**src/rtl/pipe_ctrl_pkg.sv**
```systemverilog
// Shared constants for the conditional-execution control pipeline:
// ARM condition codes, NZCV bit positions and stage payload structs.
package pipe_ctrl_pkg;

  localparam logic [3:0] COND_EQ = 4'b0000;
  localparam logic [3:0] COND_NE = 4'b0001;
  localparam logic [3:0] COND_CS = 4'b0010;
  localparam logic [3:0] COND_CC = 4'b0011;
  localparam logic [3:0] COND_MI = 4'b0100;
  localparam logic [3:0] COND_PL = 4'b0101;
  localparam logic [3:0] COND_VS = 4'b0110;
  localparam logic [3:0] COND_VC = 4'b0111;
  localparam logic [3:0] COND_HI = 4'b1000;
  localparam logic [3:0] COND_LS = 4'b1001;
  localparam logic [3:0] COND_GE = 4'b1010;
  localparam logic [3:0] COND_LT = 4'b1011;
  localparam logic [3:0] COND_GT = 4'b1100;
  localparam logic [3:0] COND_LE = 4'b1101;
  localparam logic [3:0] COND_AL = 4'b1110;
  localparam logic [3:0] COND_NV = 4'b1111;

  localparam int unsigned FLAG_N = 3;
  localparam int unsigned FLAG_Z = 2;
  localparam int unsigned FLAG_C = 1;
  localparam int unsigned FLAG_V = 0;

  // Execute-stage controls (ALU fields are parameterised and kept apart)
  typedef struct packed {
    logic       valid;
    logic       pcs;
    logic       regw;
    logic       memw;
    logic       memtoreg;
    logic       branch;
    logic [1:0] flagw;
    logic [3:0] cond;
  } ctrl_e_t;

  typedef struct packed {
    logic pcs;
    logic regw;
    logic memw;
    logic memtoreg;
  } ctrl_m_t;

  typedef struct packed {
    logic pcs;
    logic regw;
    logic memtoreg;
  } ctrl_w_t;

endpackage

```
**src/rtl/pipe_cond_ctrl_cond_check.sv**
```systemverilog
// Combinational ARM condition-field evaluator against the NZCV flags.
module cond_check
  import pipe_ctrl_pkg::*;
(
  input  logic [3:0] Cond,
  input  logic [3:0] Flags,
  output logic       CondPass
);

  logic n, z, c, v;

  assign n = Flags[FLAG_N];
  assign z = Flags[FLAG_Z];
  assign c = Flags[FLAG_C];
  assign v = Flags[FLAG_V];

  always_comb begin
    CondPass = 1'b0;
    case (Cond)
      COND_EQ: CondPass = z;
      COND_NE: CondPass = ~z;
      COND_CS: CondPass = c;
      COND_CC: CondPass = ~c;
      COND_MI: CondPass = n;
      COND_PL: CondPass = ~n;
      COND_VS: CondPass = v;
      COND_VC: CondPass = ~v;
      COND_HI: CondPass = c & ~z;
      COND_LS: CondPass = ~c | z;
      COND_GE: CondPass = (n == v);
      COND_LT: CondPass = (n != v);
      COND_GT: CondPass = ~z & (n == v);
      COND_LE: CondPass = z | (n != v);
      COND_AL: CondPass = 1'b1;
      default: CondPass = 1'b0;
    endcase
  end

endmodule

```
**src/rtl/pipe_cond_ctrl.sv**
```systemverilog
// Decode->Execute->Memory->Writeback control pipeline with conditional
// execution, partial NZCV writes and a saturating condition-fail counter.
module pipe_cond_ctrl
  import pipe_ctrl_pkg::*;
#(
  parameter int unsigned ALUCTRL_W = 2,
  parameter int unsigned ALUSRC_W  = 2,
  parameter int unsigned CNT_W     = 16
) (
  input  logic                 clk,
  input  logic                 reset,
  input  logic                 ValidD,
  input  logic                 PCSD,
  input  logic                 RegWD,
  input  logic                 MemWD,
  input  logic                 MemtoRegD,
  input  logic                 BranchD,
  input  logic [1:0]           FlagWD,
  input  logic [3:0]           CondD,
  input  logic [ALUCTRL_W-1:0] ALUControlD,
  input  logic [ALUSRC_W-1:0]  ALUSrcD,
  input  logic                 StallE,
  input  logic                 FlushE,
  input  logic [3:0]           ALUFlags,
  output logic [ALUCTRL_W-1:0] ALUControlE,
  output logic [ALUSRC_W-1:0]  ALUSrcE,
  output logic                 MemtoRegE,
  output logic                 CondExE,
  output logic                 BranchTakenE,
  output logic                 RegWriteM,
  output logic                 MemWriteM,
  output logic                 MemtoRegM,
  output logic                 PCSrcW,
  output logic                 RegWriteW,
  output logic                 MemtoRegW,
  output logic [3:0]           Flags,
  output logic [CNT_W-1:0]     CondFailCnt
);

  ctrl_e_t                e_q, e_d;
  logic [ALUCTRL_W-1:0]   alu_ctrl_q, alu_ctrl_d;
  logic [ALUSRC_W-1:0]    alu_src_q, alu_src_d;
  ctrl_m_t                m_q, m_d;
  ctrl_w_t                w_q, w_d;
  logic [3:0]             flags_q, flags_d;
  logic [CNT_W-1:0]       cnt_q, cnt_d;
  logic                   cond_pass;
  logic                   cond_ex;

  cond_check u_cond_check (
    .Cond     (e_q.cond),
    .Flags    (flags_q),
    .CondPass (cond_pass)
  );

  assign cond_ex = e_q.valid & cond_pass;

  always_comb begin
    e_d        = e_q;
    alu_ctrl_d = alu_ctrl_q;
    alu_src_d  = alu_src_q;
    m_d        = '0;
    w_d        = '0;
    flags_d    = flags_q;
    cnt_d      = cnt_q;

    // Execute register: flush beats stall beats load
    if (FlushE) begin
      e_d        = '0;
      alu_ctrl_d = '0;
      alu_src_d  = '0;
    end else if (!StallE) begin
      e_d.valid    = ValidD;
      e_d.pcs      = PCSD;
      e_d.regw     = RegWD;
      e_d.memw     = MemWD;
      e_d.memtoreg = MemtoRegD;
      e_d.branch   = BranchD;
      e_d.flagw    = FlagWD;
      e_d.cond     = CondD;
      alu_ctrl_d   = ALUControlD;
      alu_src_d    = ALUSrcD;
    end

    // A stalled Execute instruction has not left E, so M sees a bubble
    if (!StallE) begin
      m_d.pcs      = e_q.pcs  & cond_ex;
      m_d.regw     = e_q.regw & cond_ex;
      m_d.memw     = e_q.memw & cond_ex;
      m_d.memtoreg = e_q.memtoreg;
    end

    w_d.pcs      = m_q.pcs;
    w_d.regw     = m_q.regw;
    w_d.memtoreg = m_q.memtoreg;

    if (!StallE && cond_ex) begin
      if (e_q.flagw[1]) begin
        flags_d[FLAG_N] = ALUFlags[FLAG_N];
        flags_d[FLAG_Z] = ALUFlags[FLAG_Z];
      end
      if (e_q.flagw[0]) begin
        flags_d[FLAG_C] = ALUFlags[FLAG_C];
        flags_d[FLAG_V] = ALUFlags[FLAG_V];
      end
    end

    if (e_q.valid && !cond_pass && !StallE && (cnt_q != '1)) begin
      cnt_d = cnt_q + CNT_W'(1);
    end
  end

  always_ff @(posedge clk or negedge reset) begin
    if (!reset) begin
      e_q        <= '0;
      alu_ctrl_q <= '0;
      alu_src_q  <= '0;
      m_q        <= '0;
      w_q        <= '0;
      flags_q    <= '0;
      cnt_q      <= '0;
    end else begin
      e_q        <= e_d;
      alu_ctrl_q <= alu_ctrl_d;
      alu_src_q  <= alu_src_d;
      m_q        <= m_d;
      w_q        <= w_d;
      flags_q    <= flags_d;
      cnt_q      <= cnt_d;
    end
  end

  assign ALUControlE  = alu_ctrl_q;
  assign ALUSrcE      = alu_src_q;
  assign MemtoRegE    = e_q.memtoreg;
  assign CondExE      = cond_ex;
  assign BranchTakenE = e_q.branch & cond_ex;
  assign RegWriteM    = m_q.regw;
  assign MemWriteM    = m_q.memw;
  assign MemtoRegM    = m_q.memtoreg;
  assign PCSrcW       = w_q.pcs;
  assign RegWriteW    = w_q.regw;
  assign MemtoRegW    = w_q.memtoreg;
  assign Flags        = flags_q;
  assign CondFailCnt  = cnt_q;

endmodule

```
**config.mk**
```make
export PLATFORM = sky130hd
export DESIGN_NAME = pipe_cond_ctrl
export DESIGN_NICKNAME = d
export VERILOG_FILES = /design/src/rtl/pipe_ctrl_pkg.sv /design/src/rtl/pipe_cond_ctrl_cond_check.sv /design/src/rtl/pipe_cond_ctrl.sv
export SDC_FILE = /design/constraint.sdc
export NUM_CORES = 1
export LEC_CHECK = 0
export ABC_CLOCK_PERIOD_IN_PS = 6550
export BUFFER_PORTS_ARGS = -buffer_cell sky130_fd_sc_hd__buf_2
export CAP_MARGIN = 20
export CORE_ASPECT_RATIO = 0.75
export CORE_MARGIN = 2
export CORE_UTILIZATION = 50
export DETAILED_ROUTE_END_ITERATION = 16
export PLACE_DENSITY = 0.77
export SLEW_MARGIN = 30
export SYNTH_ARGS = -nofsm -noshare
export SYNTH_HDL_FRONTEND = slang
export SYNTH_SLANG_ARGS = --single-unit
```
**constraint.sdc**
```tcl
create_clock -name clk -period 6.55 [get_ports clk]
set_clock_uncertainty 0.2 [all_clocks]
set_input_delay 1.31 -clock clk [delete_from_list [all_inputs] [get_ports clk]]
set_output_delay 1.31 -clock clk [all_outputs]
set_load 0.03 [all_outputs]
```
Word-level counts from Yosys, hierarchy flattened

Index checks and enable logic that the tools add are counted.

Register bits: 43
Output and inout bits: 33
Logic and storage cells: 69

$add $sub $neg: 1
Equal/unequal tests: 18
Muxes and demuxes: 8
Bitwise operators: 13
Reductions and logical operators: 9

Operators by type and width:

| kind                    | number |
|---|---|
| $eq A4 B4 Y1 const B    | 7 |
| $mux W12                | 2 |
| $add A16 B1 Y16 const B | 1 |
| $eq A4 B3 Y1 const B    | 4 |
| $ne A16 B16 Y1 const B  | 1 |
| $pmux W1 S15            | 1 |
| $eq A4 B2 Y1 const B    | 2 |
| $mux W2                 | 4 |
| $and A1 B1 Y1           | 7 |
| $eq A4 B1 Y1 const B    | 1 |
| $logic_and A1 B1 Y1     | 4 |
| $logic_not A4 Y1        | 1 |
| $mux W4                 | 1 |
| $not A1 Y1              | 4 |
| $reduce_and A2 Y1       | 2 |
| $logic_not A1 Y1        | 2 |
| $ne A2 B1 Y1 const B    | 1 |
| $or A1 B1 Y1            | 2 |
| $eq A1 B1 Y1            | 1 |
| $ne A1 B1 Y1            | 1 |

Depth between registers and ports, before layout

Gate-level depths: netlist of the first run.

Depth after elaboration: 7
Mapped depth: 8

By module

From an unflattened synthesis of the first run, not the netlist that was laid out.

Cell total of the unflattened synthesis: 183
Area, all modules: 2,052.0 µm²

Modules (own cells, without submodules):

| module         | times used | cells each | area an instance (µm²) | seq. area each (µm²) |
|---|---|---|---|---|
| pipe_cond_ctrl | 1          | 155        | 1,858.0                | 1,076.0 |
| cond_check     | 1          | 28         | 193.9                  | 0.0 |

Worst setup path before layout of the first run

No wires, ideal clock.

Kind: register -> output
Start: register flags_q[2], in the netlist Flags[2]
End: output BranchTakenE
Data arrival time: 1.725 ns
Required time: 5.040 ns
Slack: 3.315 ns
Cell stages (with the launch flop): 6
Buffers on the path: 0
Path through: dfrtp_1 and4bb_2 mux2i_1 a311o_2 nand3_2 and3_1

Cells in the longest elaborated chain, start to end: 5
Elaborated cells on any way between the ends: 8
Those cells by class: mux: 1; bitwise: 7

Ends and longest elaborated chain:

| item                             | line                                                                                              | RTL |
|---|---|---|
| start: declaration               | pipe_cond_ctrl.sv:45                                                                              | `logic [3:0] flags_q, flags_d;` |
| start signal: assignment         | pipe_cond_ctrl.sv:128                                                                             | `flags_q <= flags_d;` |
| $not A1 Y1                       | pipe_cond_ctrl_cond_check.sv:21, pipe_cond_ctrl_cond_check.sv:28, pipe_cond_ctrl_cond_check.sv:32 |  |
| $and A1 B1 Y1 (on tied branches) | pipe_cond_ctrl_cond_check.sv:32, pipe_cond_ctrl_cond_check.sv:28                                  |  |
| $pmux W1 S15 (*)                 | pipe_cond_ctrl_cond_check.sv:19                                                                   | `case (Cond)` |
| $and A1 B1 Y1 (*)                | pipe_cond_ctrl.sv:56                                                                              | `assign cond_ex = e_q.valid & cond_pass;` |
| $and A1 B1 Y1 (*)                | pipe_cond_ctrl.sv:137                                                                             | `assign BranchTakenE = e_q.branch & cond_ex;` |
| end: declaration                 | pipe_cond_ctrl.sv:29                                                                              | `output logic BranchTakenE,` |

Every way passes the cells marked *; elsewhere a longest branch is shown, timed or not.

Worst setup path after layout of the first run

Start: register e_q[2] (netlist bit)
End: output BranchTakenE

Cells in the longest elaborated chain, start to end: 4
Elaborated cells on any way between the ends: 18
Those cells by class: eq/ne: 14; mux: 1; bitwise: 2; reduce/logical: 1

Ends and longest elaborated chain:

| item                                 | line                            | RTL |
|---|---|---|
| start: declaration                   | pipe_cond_ctrl.sv:40            | `ctrl_e_t e_q, e_d;` |
| start signal: assignment             | pipe_cond_ctrl.sv:115           | `e_q <= '0;` |
| start signal: assignment             | pipe_cond_ctrl.sv:123           | `e_q <= e_d;` |
| $eq A4 B4 Y1 (tied with other cells) | pipe_cond_ctrl_cond_check.sv:19 |  |
| $pmux W1 S15 (*)                     | pipe_cond_ctrl_cond_check.sv:19 |  |
| $and A1 B1 Y1 (*)                    | pipe_cond_ctrl.sv:56            |  |
| $and A1 B1 Y1 (*)                    | pipe_cond_ctrl.sv:137           |  |

Marks and branches as above.

==> run metrics, run 1 <==
Die Ht=59.6 um; Antenna diodes=0; postcts setup bufs=0; Post-DP HPWL=3010 um; Max-slew headroom=approximately three fifths; Inserted Clock Buffers=5; Critical Path RT=5.04 ns; pwr dens=between 200 and 250 nW/um^2; Crit. End Element=primary output; class of the most critical setup path=reg2out; largest net degree at the start of global routing=44; worst hold stages=0; Arr. time, crit path=~2.1 ns; Avg Cell Area, Syn=11.2 sq um; crit path max-delay cell type=dfrtp_1; # rows=20; Max Slew Vio Count=0; clk slew on worst S/H paths=0.07 ns; RePlAce Congestion=0.761; Seq/Total Area, Yosys=52.2%; clk_lat worst skew=0.29 ns; total power=0.593 mW; most common cell after layout, fill and taps aside=buf_2; Critical Path Start Type=flip-flop; Crit path max-delay family=flip-flops; DRT antenna net count=0; vias in the first global route=1432; FMAX=277 MHz; number of max-cap violations=0; 1st-iter DRT viols=93; CP max FO=12; first-pass GRT wire length=6980 um; DRT Pass-1 Iters=4; Final min period=between 3 and 4 ns; Peak VDD IR=around 0.17 mV; largest stage delay on the critical path=0.54 ns; yosys warns=0; Clock Tree Buf Depth=2; mapped cell area=2060 sq um; post-layout instance area=approximately 2400 sq um; worst hold path class=reg2reg; root buffer cell=clkbuf_8; Vias=about 1.5k; final WL=slightly above 4000 um; die area=4650 sq um; CORE AREA=4000 sq um; length in cells of the worst reg-to-reg path=6; initial core utilization=approximately 51%; Setup-failing EPs final=0; clock sinks=43; Worst path depth=6; most frequent cells in the layout=buf_2 (55), dfrtp_1 (43), nor2_1 (20), mux2i_1 (18), xnor2_1 (13); initial antenna violation count=0; global route overflow=0; Layout area overhead=18.3%; I/O pin total=57; status=completed; Cell variety after synth=34; CTS tree=yes; Post-CTS Resized=0; htree depth=2; Leakage=around 1.3 nW; DRC=0; Syn Inst Count=184; worst slew pin tran=0.574 ns; routed len/inst=14.1 um; Setup TNS=0 ns; Critical path buffers and inverters=1; GRT Util Overall=19.9%; RSZ-0062 raised after global routing=no; IO Port Bufs=56; endpoints failing hold=0; worst-path cell chain=mux2i_1 -> o21ai_0 -> a21oi_1 -> nand3_2 -> and3_1 -> buf_2; proportion of layout cells with a drive suffix above 1=30.5%; final-stage net count=approximately 260; Post-DP Area=2350 sq um; die width=78.1 um; vias per inst=5.25; synthesis-stage register bit count=43; post-synth net total=209; # hold bufs at CTS=0; Tcrit/Tclk final=a little under three fifths
## Yosys cell counts
library cell | n | area, sq um
nand3_1 | 10 | 50.1
xnor2_1 | 13 | 114
clkbuf_1 | 4 | 15.0
buf_6 | 2 | 22.5
nor3_1 | 5 | 25.0
nor4b_2 | 1 | 15.0
o21ai_1 | 1 | 5.00
and4bb_2 | 1 | 12.5
mux2_4 | 1 | 15.0
o21ai_0 | 3 | 15.0
and4_1 | 4 | 35.0
xor2_1 | 5 | 43.8
mux2_2 | 4 | 45.0
ha_1 | 1 | 12.5
o32a_2 | 1 | 11.3
inv_1 | 2 | 7.51
and3_1 | 9 | 56.3
dfrtp_1 | 43 | 1080
nand2_1 | 7 | 26.3
mux2i_1 | 18 | 180
and2_1 | 1 | 6.26
a21oi_1 | 3 | 15.0
nor2b_1 | 2 | 12.5
buf_2 | 2 | 10.0
nand2_4 | 1 | 11.3
nand2b_1 | 1 | 6.26
nand3_2 | 1 | 10.0
buf_4 | 1 | 7.51
nand4_1 | 9 | 56.3
nand3b_1 | 2 | 15.0
nor2_1 | 20 | 75.1
nor3b_1 | 4 | 30.0
a311o_2 | 1 | 11.3
o211a_1 | 1 | 10.0
## path summary, 6_finish.rpt
kind	startpoint	to	slack [ns]
worst min-delay path	m_q[3]	PCSrcW	0.16
max in group asynchronous	reset	CondFailCnt[7]	5.00
worst max-delay path	e_q[2]	BranchTakenE	2.94
worst max register to register	e_q[2]	CondFailCnt[1]	4.21
worst min register to register	m_q[3]	PCSrcW	0.16
min in group asynchronous	reset	ALUSrcE[0]	0.80
## stage by stage
stage	worst slack, ns	utilization (%)	std cells	hold slack, ns
final	2.94	60.9	294	0.158
after global routing	2.76	60.9	294	0.179
after CTS	2.94	60.8	294	0.164
after detailed placement	3.18	58.8	286	0.147
after global placement	3.24	58.8	286	0.135
after floorplan	3.32	-	184	0.131
## per-layer routing
metal / global-route usage [%] / vias up / part of all wire [%]
met2: 28.6 / 24 / 45
met4: 7.27 / 0 / 1.6
met3: 3.96 / 10 / 3.1
li1: - / 760 / -
met5: 0 / - / 0
met1: 30.1 / 749 / 51
## state kept, by name, indices dropped and copies added (netlist names), 2 cells and up
| name | flops |
|---|---|
| ALUControlE | 2 |
| e_q | 11 |
| CondFailCnt | 16 |
| Flags | 4 |
| ALUSrcE | 2 |
## power breakdown
group	leakage [nW]	switching [mW]	internal (mW)
Combinational	0.664	0.0757	0.0458
Sequential	0.582	0.0278	0.285
Clock	0.0422	0.0838	0.0748
Total	1.29	0.187	0.405
## worst reg2reg max path: cells and delay by family (launching register included)
family | cells | cell delay, ns
muxes | 2 | 0.52
and+or+nand+nor | 2 | 0.63
DFF | 1 | 0.54
AOI/OAI and AO/OA | 2 | 0.34
## logic make-up (layout without fill, tap and decap cells)
logic type | count (synthesis) | in the layout | synth area share, %
simple gates | 78 | 78 | 21.5
flops | 43 | 43 | 52.2
mux | 23 | 23 | 11.7
xor+xnor | 18 | 18 | 7.65
buf+inv | 11 | 66 | 3.04
compound gates | 10 | 10 | 3.28
fa+ha+maj | 1 | 1 | 0.607
## cell type report
cell class | count | area, sq um
clock buffer | 7 | 76.3
inverter | 2 | 7.51
multi-input combinational | 130 | 921
sequential | 43 | 1080
timing repair buffer | 56 | 283
tap | 55 | 68.8
clock inverter | 1 | 5.00
fill | 359 | 1570
Note: power is estimated with default switching activity, not from simulation.
==> run 2: changes to the inputs <==
--- a/config.mk
+++ b/config.mk
@@ -5,7 +5,7 @@
 export SDC_FILE = /design/constraint.sdc
 export NUM_CORES = 1
 export LEC_CHECK = 0
-export ABC_CLOCK_PERIOD_IN_PS = 6550
+export ABC_CLOCK_PERIOD_IN_PS = 3400
 export BUFFER_PORTS_ARGS = -buffer_cell sky130_fd_sc_hd__buf_2
 export CAP_MARGIN = 20
 export CORE_ASPECT_RATIO = 0.75
==> constraint.sdc (replaced) <==
create_clock -name clk -period 3.4 [get_ports clk]
set_clock_uncertainty 0.2 [all_clocks]
set_input_delay 0.68 -clock clk [delete_from_list [all_inputs] [get_ports clk]]
set_output_delay 0.68 -clock clk [all_outputs]
set_load 0.03 [all_outputs]
==> run metrics, run 2 (synthesized netlist as in run 1, its figures left out) <==
status=completed; largest stage delay on the critical path=0.57 ns; largest net degree at the start of global routing=44; Die Ht=59.6 um; Sw Ratio=between 20% and 30%; Clk network pwr share=between 30 and 40%; r2r setup slk=1.05 ns; GRT Util Overall=20.1%; DRT Pass-1 Iters=4; proportion of layout cells with a drive suffix above 1=31.3%; Critical Path RT=~2.5 ns; Arr. time, crit path=2.12 ns; I/O pin total=57; # hold bufs at CTS=0; htree depth=2; CTS tree=yes; Gate power share=18.1%; Crit. End Element=primary output; Post-DP HPWL=2990 um; worst hold path class=in2async; Placement Setup Slack=0.712 ns; total power=about 1.3 mW; CORE AREA=4000 sq um; RePlAce Congestion=approximately 0.76; global route overflow=0; DRC=0; Post-CTS Resized=0; first-pass GRT wire length=7130 um; Antenna diodes=0; vias per inst=roughly 5.4; die width=78.1 um; Critical Path Start Type=flip-flop; most frequent cells in the layout=buf_2 (55), dfrtp_1 (43), nor2_1 (20), mux2i_1 (18), xnor2_1 (13); P_sw=0.371 mW; Tcrit/Tclk final=88.2%; multi-input gate area in the final layout=about 900 sq um; Leakage=around 1.3 nW; DRT antenna net count=0; clk_lat worst skew=0.29 ns; vias in the first global route=1523; initial core utilization=51.4%; clk slew on worst S/H paths=0.08 ns; Layout area overhead=21.2%; Inserted Clock Buffers=5; worst-path cell chain=mux2i_1 -> o21ai_0 -> a21oi_1 -> nand3_2 -> and3_1 -> buf_2; Setup TNS=0 ns; Max-slew headroom=64.3%; Clock Tree Buf Depth=2; class of the most critical setup path=reg2out; die area=roughly 4700 sq um; Final min period=3.00 ns; postcts setup bufs=0; Peak VDD IR=0.376 mV; Storage cell area=1080 sq um; endpoints failing hold=0; pwr dens=522 nW/um^2; number of max-cap violations=0; CP max FO=12; fill count=347; Critical path buffers and inverters=1; Vias=~1.6k; max FFs per register=16; Crit path max-delay family=flip-flops; final WL=4290 um; setup ws final=0.400 ns; # rows=20; IO Port Bufs=56; crit path max-delay cell type=dfrtp_1; Flop pwr share=46.1%; Setup-failing EPs final=0; clock sinks=between 40 and 50; routed len/inst=14.6 um; Max Slew Vio Count=0; FMAX=333 MHz; Int Power=0.931 mW; initial antenna violation count=0; most common cell after layout, fill and taps aside=buf_2; 1st-iter DRT viols=approximately 140; final-stage net count=between 200 and 300; worst slew pin tran=between 0.5 and 0.6 ns; RSZ-0062 raised after global routing=no; root buffer cell=clkbuf_8
run 2: power by group through the flow:
stage          sequential, mW  combinational, mW  clock, mW
2_1_floorplan           0.656              0.108          0
3_3_place_gp            0.607              0.233          0
3_5_place_dp            0.609              0.238          0
4_1_cts                 0.599              0.239      0.471
5_1_grt                 0.609              0.256      0.495
6_report                0.601              0.236      0.466
run 2: per-stage QoR:
step | hold WS (ns) | cells | utilization (%) | cell area (sq um)
6_report | 0.163 | 295 | 62.3 | 2500
5_1_grt | 0.188 | 295 | 62.3 | 2500
2_1_floorplan | 0.131 | 184 | - | 2060
3_3_place_gp | 0.133 | 287 | 59.0 | 2360
4_1_cts | 0.180 | 295 | 62.3 | 2490
3_5_place_dp | 0.145 | 287 | 59.0 | 2360
run 2: routing by layer:
metal	track usage (%)	vias to the layer above	wire [um]
li1	-	762	-
met1	28.3	781	2120
met2	30.5	37	1940
met3	5.49	5	195
met4	7.27	0	40
met5	0	-	0
run 2: final timing paths:
check | start | depth (start not counted) | endpoint
hold / removal | reset | 1 | ALUControlE[0]
setup / recovery | e_q[2] | 6 | BranchTakenE
max in group asynchronous | reset | 1 | MemtoRegE
hold reg to reg | m_q[3] | 0 | PCSrcW
min in group clk | m_q[3] | 0 | PCSrcW
setup reg to reg | e_q[2] | 6 | CondFailCnt[1]
run 2: worst register-to-register path, cell delays in order (launching register included):
cell and delay (ns):
dfrtp_1 0.57, mux2i_1 0.22, o21ai_0 0.09, a21oi_1 0.26
and4_1 0.50, nand2_4 0.10, mux2_4 0.31
run 2: area by class of cell:
class | count | area share [%]
well taps | 55 | 2.76
repair buffers | 57 | 11.6
flip-flops and latches | 43 | 43.1
clock buffers | 6 | 2.91
inverters | 2 | 0.301
multi-input cells | 130 | 36.9
clock inverters | 2 | 2.41
==> run 3: changes to the inputs <==
--- a/config.mk
+++ b/config.mk
@@ -8,7 +8,7 @@
 export ABC_CLOCK_PERIOD_IN_PS = 3400
 export BUFFER_PORTS_ARGS = -buffer_cell sky130_fd_sc_hd__buf_2
 export CAP_MARGIN = 20
-export CORE_ASPECT_RATIO = 0.75
+export CORE_ASPECT_RATIO = 0.5
 export CORE_MARGIN = 2
 export CORE_UTILIZATION = 50
 export DETAILED_ROUTE_END_ITERATION = 16
==> run metrics, run 3 (synthesized netlist as in run 1, its figures left out) <==
endpoints failing hold=0; proportion of layout cells with a drive suffix above 1=31.7%; Max Slew Vio Count=0; root buffer cell=clkbuf_8; largest net degree at the start of global routing=44; worst hold path class=in2async; final-stage net count=264; met1 Resource Use GR=24.5%; htree depth=2; RePlAce Congestion=roughly 0.76; DRC=0; # rows=16; Crit. End Element=primary output; Max-slew headroom=between 60% and 70%; clock sinks=43; max FFs per register=16; I/O pin total=57; # hold bufs at CTS=0; Die Ht=just under 50 um; Arr. time, crit path=about 2.1 ns; first-pass GRT wire length=6840 um; Post-CTS Resized=0; total power=between 1 and 1.5 mW; post-layout instance area=2480 sq um; DRT Pass-1 Iters=4; Layout area overhead=20.4%; Antenna diodes=0; initial core utilization=52.5%; RSZ-0062 raised after global routing=no; die area=about 4700 sq um; Leakage=1.31 nW; CP max FO=12; pwr dens=504 nW/um^2; clk slew on worst S/H paths=approximately 0.070 ns; fill count=340; Vias=1545; GRT busiest layer=met2; Setup-failing EPs final=0; vias per inst=approximately 5.3; status=completed; routing usage on met3=6.18%; FMAX=333 MHz; Critical Path RT=2.52 ns; Tcrit/Tclk final=88.3%; most frequent cells in the layout=buf_2 (55), dfrtp_1 (43), nor2_1 (20), mux2i_1 (18), xnor2_1 (13); final standard cell utilization of the core=63.2%; postcts setup bufs=0; crit path max-delay cell type=dfrtp_1; die width=94.8 um; CTS tree=yes; placed insts=286; Inserted Clock Buffers=5; IO Port Bufs=56; vias in the first global route=1469; Clock Tree Buf Depth=2; Final min period=3.00 ns; Post-DP Area=2360 sq um; Post-DP HPWL=approximately 2900 um; largest stage delay on the critical path=0.55 ns; Crit path max-delay family=simple AND/OR/NAND/NOR gates; post-route insts no fill=294; Setup TNS=0 ns; worst slew pin tran=between 0.5 and 0.6 ns; final WL=4030 um; clk_lat worst skew=around 0.30 ns; GRT Util Overall=19.5%; worst-path cell chain=and4bb_2 -> mux2i_1 -> a311o_2 -> nand3_2 -> and3_1 -> buf_2; Critical Path Start Type=flip-flop; global-route met2 utilization=30.7%; CORE AREA=3920 sq um; class of the most critical setup path=reg2out; Critical path buffers and inverters=1; initial antenna violation count=0; most common cell after layout, fill and taps aside=buf_2; routed len/inst=13.7 um; DRT antenna net count=0; number of max-cap violations=0; Peak VDD IR=0.280 mV; global route overflow=0; 1st-iter DRT viols=around 50
==> run 3: changes by cell type in the layout (fill, tap and decap cells not counted), sizes merged <==
cell | before | now
bufinv | 2 | 1
clkinv | 0 | 1
==> run 3: stage by stage <==
step	hold WS (ns)	setup slack, ns
2_1_floorplan	0.131	0.795
3_3_place_gp	0.142	0.783
3_5_place_dp	0.146	0.723
4_1_cts	0.164	0.380
5_1_grt	0.165	0.237
6_report	0.157	0.398
==> run 3: report_power, final <==
group	total [mW]	internal, mW	leakage [nW]	switching, mW
Combinational	0.235	0.0901	0.669	0.145
Clock	0.413	0.238	0.0612	0.176
Sequential	0.601	0.548	0.582	0.0522
Total	1.25	0.876	1.31	0.373
==> run 3: worst register-to-register path, cell delays in order (launching register included) <==
cell and delay (ns):
dfrtp_1 0.55, mux2i_1 0.23, o21ai_0 0.09, a21oi_1 0.25, and4_1 0.50, nand2_4 0.10, mux2_4 0.30
==> run 3: cell type report <==
cell class	count	area, sq um	share of cell area [%]
tap	54	67.6	2.72
inverter	2	7.51	0.303
multi-input combinational	130	921	37.1
timing repair buffer	57	290	11.7
clock inverter	2	35.0	1.41
sequential	43	1080	43.4
clock buffer	6	82.6	3.33
==> run 3: worst paths after layout <==
path	startpoint	end	slack, ns	depth (start not counted)
min	reset	ALUControlE[0]	0.16	1
min in group clk	m_q[3]	PCSrcW	0.16	0
max	e_q[2]	BranchTakenE	0.40	6
max reg2reg	e_q[2]	CondFailCnt[1]	1.07	6
max in group asynchronous	reset	CondFailCnt[0]	2.49	1
min reg2reg	m_q[3]	PCSrcW	0.16	0
==> run 3: routing by layer <==
layer | wire length, um | part of all wire, %
met5 | 0 | 0
met3 | 219 | 5.4
met4 | 89 | 2.2
met1 | 1900 | 47
met2 | 1820 | 45
